**config.mk**
```make
export PLATFORM = sky130hd
export DESIGN_NAME = lc3_branch_unit
export DESIGN_NICKNAME = d
export VERILOG_FILES = /design/src/rtl/lc3_branch_unit.sv
export SDC_FILE = /design/constraint.sdc
export NUM_CORES = 1
export LEC_CHECK = 0
export ABC_AREA = 0
export BUFFER_PORTS_ARGS = -buffer_cell sky130_fd_sc_hd__buf_2
export CAP_MARGIN = 0
export CORE_UTILIZATION = 49
export CTS_CLUSTER_DIAMETER = 60
export DETAILED_ROUTE_END_ITERATION = 8
export PLACE_DENSITY = 0.88
export SYNTH_ARGS = -nofsm -noshare
export SYNTH_HDL_FRONTEND = slang
export SYNTH_SLANG_ARGS = --single-unit
```
**constraint.sdc**
```tcl
create_clock -name clk -period 2.18 [get_ports clk]
set_input_delay 0.218 -clock clk [delete_from_list [all_inputs] [get_ports clk]]
set_output_delay 0.218 -clock clk [all_outputs]
set_load 0.02 [all_outputs]
```
**src/rtl/lc3_branch_unit.sv**
```systemverilog
// -----------------------------------------------------------------------------
// lc3_branch_unit
//
// Resolves one LC-3 control-flow instruction at a time (BR, JMP/RET, JSR/JSRR).
// It snapshots the instruction, the incremented PC, the BaseR value and the
// n/z/p flags, evaluates the branch condition and target, and then issues a
// one-cycle PC redirect (plus an R7 link write for JSR/JSRR) followed by a
// one-cycle completion strobe. All outputs are registered.
//
// Optional feature: define LC3_BRANCH_STATS_EN to build the saturating
// taken / not-taken statistics counters. Without it both count ports are 0.
//
// Ports:
//   clk              clock, rising edge
//   reset            synchronous, active-low reset
//   req_valid        instruction request valid
//   req_ready        unit idle and able to accept
//   ir               instruction word
//   pc               incremented PC (PC+1) of the instruction
//   base_data        BaseR contents for JMP/JSRR
//   n_flag/z_flag/p_flag  current condition codes
//   pc_load          one-cycle strobe: load pc_next into PC
//   pc_next          redirect target (holds between strobes)
//   link_we          one-cycle R7 write strobe
//   link_data        value written to R7 (holds between strobes)
//   done             one-cycle completion strobe
//   bad_op           asserted with done for an unsupported opcode
//   taken_count      taken-redirect counter
//   not_taken_count  not-taken counter (includes bad_op)
// -----------------------------------------------------------------------------
module lc3_branch_unit #(
  parameter int WIDTH  = 16,
  parameter int STAT_W = 16
) (
  input  logic              clk,
  input  logic              reset,
  input  logic              req_valid,
  output logic              req_ready,
  input  logic [15:0]       ir,
  input  logic [WIDTH-1:0]  pc,
  input  logic [WIDTH-1:0]  base_data,
  input  logic              n_flag,
  input  logic              z_flag,
  input  logic              p_flag,
  output logic              pc_load,
  output logic [WIDTH-1:0]  pc_next,
  output logic              link_we,
  output logic [WIDTH-1:0]  link_data,
  output logic              done,
  output logic              bad_op,
  output logic [STAT_W-1:0] taken_count,
  output logic [STAT_W-1:0] not_taken_count
);

  typedef enum logic [1:0] {
    IDLE     = 2'd0,
    EVAL     = 2'd1,
    REDIRECT = 2'd2,
    DONE     = 2'd3
  } state_t;

  localparam logic [3:0] OP_BR  = 4'b0000;
  localparam logic [3:0] OP_JSR = 4'b0100;
  localparam logic [3:0] OP_JMP = 4'b1100;

  state_t state, next_state;

  // Snapshot taken at acceptance; later input changes never affect the result.
  logic [15:0]      ir_q;
  logic [WIDTH-1:0] pc_q;
  logic [WIDTH-1:0] base_q;
  logic [2:0]       nzp_q;

  // Decision registered when leaving EVAL.
  logic             link_q;
  logic             bad_q;
  logic [WIDTH-1:0] target_q;

  // Decode results, valid while in EVAL.
  logic             taken_d;
  logic             link_d;
  logic             bad_d;
  logic [WIDTH-1:0] target_d;

  logic accept;

  // req_ready is itself the registered IDLE indication, so it also gates
  // acceptance in the first IDLE cycle after DONE or after reset release.
  assign accept = (state == IDLE) && req_valid && req_ready;

  // Instruction decode and target computation. Arithmetic wraps modulo 2^WIDTH.
  always_comb begin
    // NOTE: every signal gets a default first so no path leaves one unassigned
    // and no latch is inferred.
    taken_d  = 1'b0;
    link_d   = 1'b0;
    bad_d    = 1'b0;
    target_d = base_q;
    unique case (ir_q[15:12])
      OP_BR: begin
        taken_d  = |(ir_q[11:9] & nzp_q);
        target_d = pc_q + {{(WIDTH-9){ir_q[8]}}, ir_q[8:0]};
      end
      OP_JMP: begin
        taken_d  = 1'b1;
        target_d = base_q;
      end
      OP_JSR: begin
        taken_d  = 1'b1;
        link_d   = 1'b1;
        // ir[11] selects JSR (PC-relative) versus JSRR (BaseR). JSRR uses the
        // base value captured before the link write, so BaseR=R7 is safe.
        target_d = ir_q[11] ? pc_q + {{(WIDTH-11){ir_q[10]}}, ir_q[10:0]}
                            : base_q;
      end
      default: begin
        bad_d = 1'b1;
      end
    endcase
  end

  // Next-state logic.
  always_comb begin
    next_state = state;
    unique case (state)
      IDLE:     if (accept) next_state = EVAL;
      EVAL:     next_state = taken_d ? REDIRECT : DONE;
      REDIRECT: next_state = DONE;
      DONE:     next_state = IDLE;
      default:  next_state = IDLE;
    endcase
  end

  // State, snapshot and registered outputs. Outputs are derived from the
  // current state, so each strobe appears one cycle after its state is entered.
  always_ff @(posedge clk) begin
    if (!reset) begin
      // NOTE: sequential state uses non-blocking assignments only, so every
      // register sees pre-edge values regardless of statement order.
      state     <= IDLE;
      req_ready <= 1'b0;
      pc_load   <= 1'b0;
      link_we   <= 1'b0;
      done      <= 1'b0;
      bad_op    <= 1'b0;
      pc_next   <= '0;
      link_data <= '0;
      ir_q      <= '0;
      pc_q      <= '0;
      base_q    <= '0;
      nzp_q     <= '0;
      link_q    <= 1'b0;
      bad_q     <= 1'b0;
      target_q  <= '0;
    end else begin
      state     <= next_state;
      req_ready <= (state == IDLE) && !accept;
      pc_load   <= (state == REDIRECT);
      link_we   <= (state == REDIRECT) && link_q;
      done      <= (state == DONE);
      bad_op    <= (state == DONE) && bad_q;

      if (state == REDIRECT) begin
        pc_next <= target_q;
        if (link_q) link_data <= pc_q;
      end

      if (accept) begin
        ir_q   <= ir;
        pc_q   <= pc;
        base_q <= base_data;
        nzp_q  <= {n_flag, z_flag, p_flag};
      end

      if (state == EVAL) begin
        link_q   <= link_d;
        bad_q    <= bad_d;
        target_q <= target_d;
      end
    end
  end

`ifdef LC3_BRANCH_STATS_EN
  logic [STAT_W-1:0] taken_cnt_q;
  logic [STAT_W-1:0] not_taken_cnt_q;

  // Both counters count the EVAL exit: into REDIRECT or straight to DONE.
  // They stop at all-ones rather than wrapping.
  always_ff @(posedge clk) begin
    if (!reset) begin
      taken_cnt_q     <= '0;
      not_taken_cnt_q <= '0;
    end else if (state == EVAL) begin
      if (taken_d) begin
        if (taken_cnt_q != '1) taken_cnt_q <= taken_cnt_q + 1'b1;
      end else begin
        if (not_taken_cnt_q != '1) not_taken_cnt_q <= not_taken_cnt_q + 1'b1;
      end
    end
  end

  assign taken_count     = taken_cnt_q;
  assign not_taken_count = not_taken_cnt_q;
`else
  assign taken_count     = '0;
  assign not_taken_count = '0;
`endif

endmodule

```
==> metrics.log <==
[metrics] outcome: complete, but fails checks
[metrics] violated checks: setup timing
[metrics] Worst Path Max Fanout: 4
[metrics] combined area of all synthesized cells: 0.005534 mm²
[metrics] fin crit period: 2337 ps
[metrics] post-synthesis area per instance: 8.436 µm²
[metrics] register bit count reported by yosys: 108
[metrics] RSZ-0062 raised after global routing: true
[metrics] number of clock sinks: 108
[metrics] clock tree from TritonCTS: built
[metrics] floorplan die width: 108.3 µm
[metrics] M1 WL: 6146 µm
[metrics] fmax: 427.9 MHz
[metrics] routed wire length: 14460 µm
[metrics] kind of critical path: reg -> reg
[metrics] met2 routed wirelength: 7171 µm
[metrics] number of nets in the finished design: 852
[metrics] worst min-delay path class: in -> reg
[metrics] Die Ht: 108.3 µm
[metrics] final number of setup-violating endpoints: 5
[metrics] portion of the post-synthesis area used by sequential elements: 39.07%
[metrics] Met3 Wirelength: 659 µm
[metrics] startpoint kind of the worst setup timing path: flop
[metrics] part of the cycle the worst path needs: 107.2%
[metrics] FFs w/ async S/R, synth: 0%
[metrics] mean number of vias per cell: 5.434
[metrics] xor/xnor share of the synthesized area: 2.057%
[metrics] dominant cell type by count on the critical path: a221o_1
[metrics] data required time at the worst endpoint: 2420 ps
[metrics] Die Area: 0.01172 mm²
[metrics] max-slew headroom at the worst pin: 52.05%
[metrics] Cell Chain, Critical Path: ha_4 > fa_2 > a21o_1 > a221o_1 > a221o_1 > a221o_1 > nor2_1 > o21ai_1
[metrics] Routed wire per std cell: 15.79 µm
[metrics] total placed instance area: 0.006260 mm²
[metrics] power density over the cells: 896.9 mW/mm²
[metrics] # diodes: 0
[metrics] Lkg Pwr: 2.912 nW
[metrics] vias in the first global route: 4658
[metrics] residual antenna-violating net count after detailed routing: 0
[metrics] number of buffers between clock root and the deepest sink: 2
[metrics] number of top-level pins: 123
[metrics] later-pin clock latency in the skew report: 360 ps
[metrics] number of antenna violations at the first check in global routing: 0
[metrics] gr ovfl total: 0
[metrics] Final Slew Violations: 0
[metrics] half-perimeter wire length after placement: 9603 µm
[metrics] max capacitance violation total: 0
[metrics] aggregate negative setup slack: -453.3 ps
[metrics] starting density of the core: 50.61%
[metrics] Clock Pin Slew Worst Setup and Hold Paths: 80 ps
[metrics] number of enable flip-flop cells after synthesis: 0
[metrics] Final Non-Filler Cells: 916
[metrics] Fill cells: 898
[metrics] area overhead of the layout relative to synthesis: 24.12%
[metrics] number of buffers created by CTS: 9
[metrics] Final Total Pwr: 6.161 mW
[metrics] Worst path slowest cell: a221o_1
[metrics] number of buffer cells added on primary ports: 90
[metrics] clk_skew: 9.101 ps
[metrics] CP Buf/Inv Count: 0
[metrics] highest ir drop seen on vdd: 0.5136 mV
[metrics] share of layout cells above drive strength 1: 26.03%
[metrics] final weighted congestion in routability-driven placement: 0.8785
[metrics] post-placement cell count: 888
[metrics] combinational family with the most area after synthesis: compound AO/OA/AOI/OAI gates
[metrics] max layer used: met4
[metrics] final std cell area, no fill: 0.006869 mm²
[metrics] total vias in the final route: 4978
[metrics] Rows: 38
[metrics] hold_buf cts: 0
[metrics] critical path capture point type: flop
[metrics] wire length of the first global-routing pass: 22330 µm
[metrics] most frequent cells in the layout: nand2_1 (157), dfxtp_1 (96), buf_2 (90)
[metrics] CTS HTree Levels: 3
[metrics] number of search-and-repair iterations in the first detailed-routing pass: 5
[metrics] Core Box Area: 0.01094 mm²
[metrics] slew at the pin closest to its max-slew limit: 719.3 ps
[metrics] delay of the slowest cell on the worst path: 380 ps
[metrics] multiplexer fraction of the synthesized cell area: 4.002%
[metrics] area share of and/or/nand/nor cells after synthesis: 18.97%
[metrics] most common library cell in the layout ignoring fill and taps: nand2_1
[metrics] arrival time of data at the critical path endpoint: 2580 ps
[metrics] Root Buffer: clkbuf_16
[metrics] aggregate global-route resource usage: 24.49%
[metrics] compound-cell area share of the yosys netlist: 22.13%
[metrics] number of design rule violations left after detail routing: 0
[metrics] family with the most delay on the worst path: compound AO/OA/AOI/OAI gates
[metrics] worst setup margin: -157.2 ps
[metrics] gate count after technology mapping: 656
[metrics] Yosys warning count: 0
[metrics] adder-cell share of the synthesized area: 6.240%
[metrics] drt first-iter violations: 235
[metrics] count of unique library cells instantiated by Yosys: 56
[metrics] Main synth FF type: dfxtp_1
[metrics] Hold Vio Cnt, Final: 0
[metrics] largest net degree at the start of global routing: 52
-- path summary, 6_finish.rpt --
path	slack [ps]	end	start	depth (start not counted)
min reg2reg	450	link_data[12]	link_data[12]	2
max reg2reg	-160	target_q[14]	ir_q[0]	8
max	-160	target_q[14]	ir_q[0]	8
min	90	pc_q[2]	pc[2]	3
-- cell families after synthesis --
family | Yosys count
multiplexers | 22
AND/OR/NAND/NOR | 237
XOR/XNOR | 13
buffers and inverters | 76
adder cells (fa/ha/maj) | 27
AO/OA/AOI/OAI | 172
flip-flops | 108
other | 1
-- power by group --
| part | switching [mW] | leakage, nW | total (mW) | internal (mW) |
|---|---|---|---|---|
| combinational | 1.14 | 1.88 | 1.95 | 0.814 |
| sequential | 0.257 | 0.883 | 2.53 | 2.28 |
| clock | 0.859 | 0.145 | 1.68 | 0.817 |
| total | 2.26 | 2.91 | 6.16 | 3.91 |
-- through the flow --
step / setup WS, ps / hold WS (ps) / utilization [%]
global route: -266.9 / 108.8 / 62.81
CTS: -122.8 / 99.48 / 61.40
detailed placement: -128.7 / 442.3 / 57.24
global placement: -101.5 / 442.6 / 57.24
finish: -157.2 / 94.26 / 62.81
floorplan: -87.53 / 351.9 / -
-- layer usage --
layer  vias to the layer above  track usage [%]
li1                       2440                -
met1                      2325            30.44
met2                       171            41.86
met3                        42            3.677
met4                         0            10.91
met5                         -                0
-- cells in the mapped netlist, types with 8 or more instances --
master / instances / area share, %
nor2_1: 12 / 0.81
nor3_1: 8 / 0.72
and3_1: 11 / 1.2
a21boi_0: 59 / 8.0
clkbuf_1: 32 / 2.2
a21boi_1: 10 / 1.4
mux2i_1: 21 / 3.8
nand3_1: 10 / 0.90
a21oi_1: 27 / 2.4
o21ai_0: 16 / 1.4
nand2_1: 157 / 11
buf_4: 32 / 4.3
xnor2_1: 8 / 1.3
a21o_1: 8 / 1.1
inv_1: 9 / 0.61
nor2b_1: 18 / 2.0
dfxtp_1: 108 / 39
ha_1: 26 / 5.9
-- area by class of cell --
| type | instances | area (µm²) | share of cell area, % |
|---|---|---|---|
| flip-flops and latches | 108 | 2185 | 31.80 |
| repair buffers | 140 | 850.8 | 12.39 |
| clock buffers | 9 | 225.2 | 3.279 |
| inverters | 9 | 33.78 | 0.4918 |
| well taps | 140 | 175.2 | 2.550 |
| multi-input cells | 503 | 3319 | 48.32 |
| clock inverters | 7 | 80.08 | 1.166 |
-- sequential cells by signal, indices dropped and copies added (netlist names) --
register / cells
base_q: 16
ir_q: 16
link_data: 16
pc_next: 16
pc_q: 16
target_q: 16
nzp_q: 3
state: 2
bad_op: 1
bad_q: 1
done: 1
link_q: 1
link_we: 1
pc_load: 1
req_ready: 1
-- tightest hold or removal path: stages --
cell	delay, ps
buf_2	100
nand2_1	50
a21boi_0	60
-- timing repair --
| action | CTS | global route |
|---|---|---|
| endpoints found under the setup margin | 6 | 9 |
| gates resized for setup | 18 | 20 |
| buffers inserted | 5 | 7 |
| pin swaps | 11 | 15 |
No activity file was read; power rests on OpenSTA's default activity.
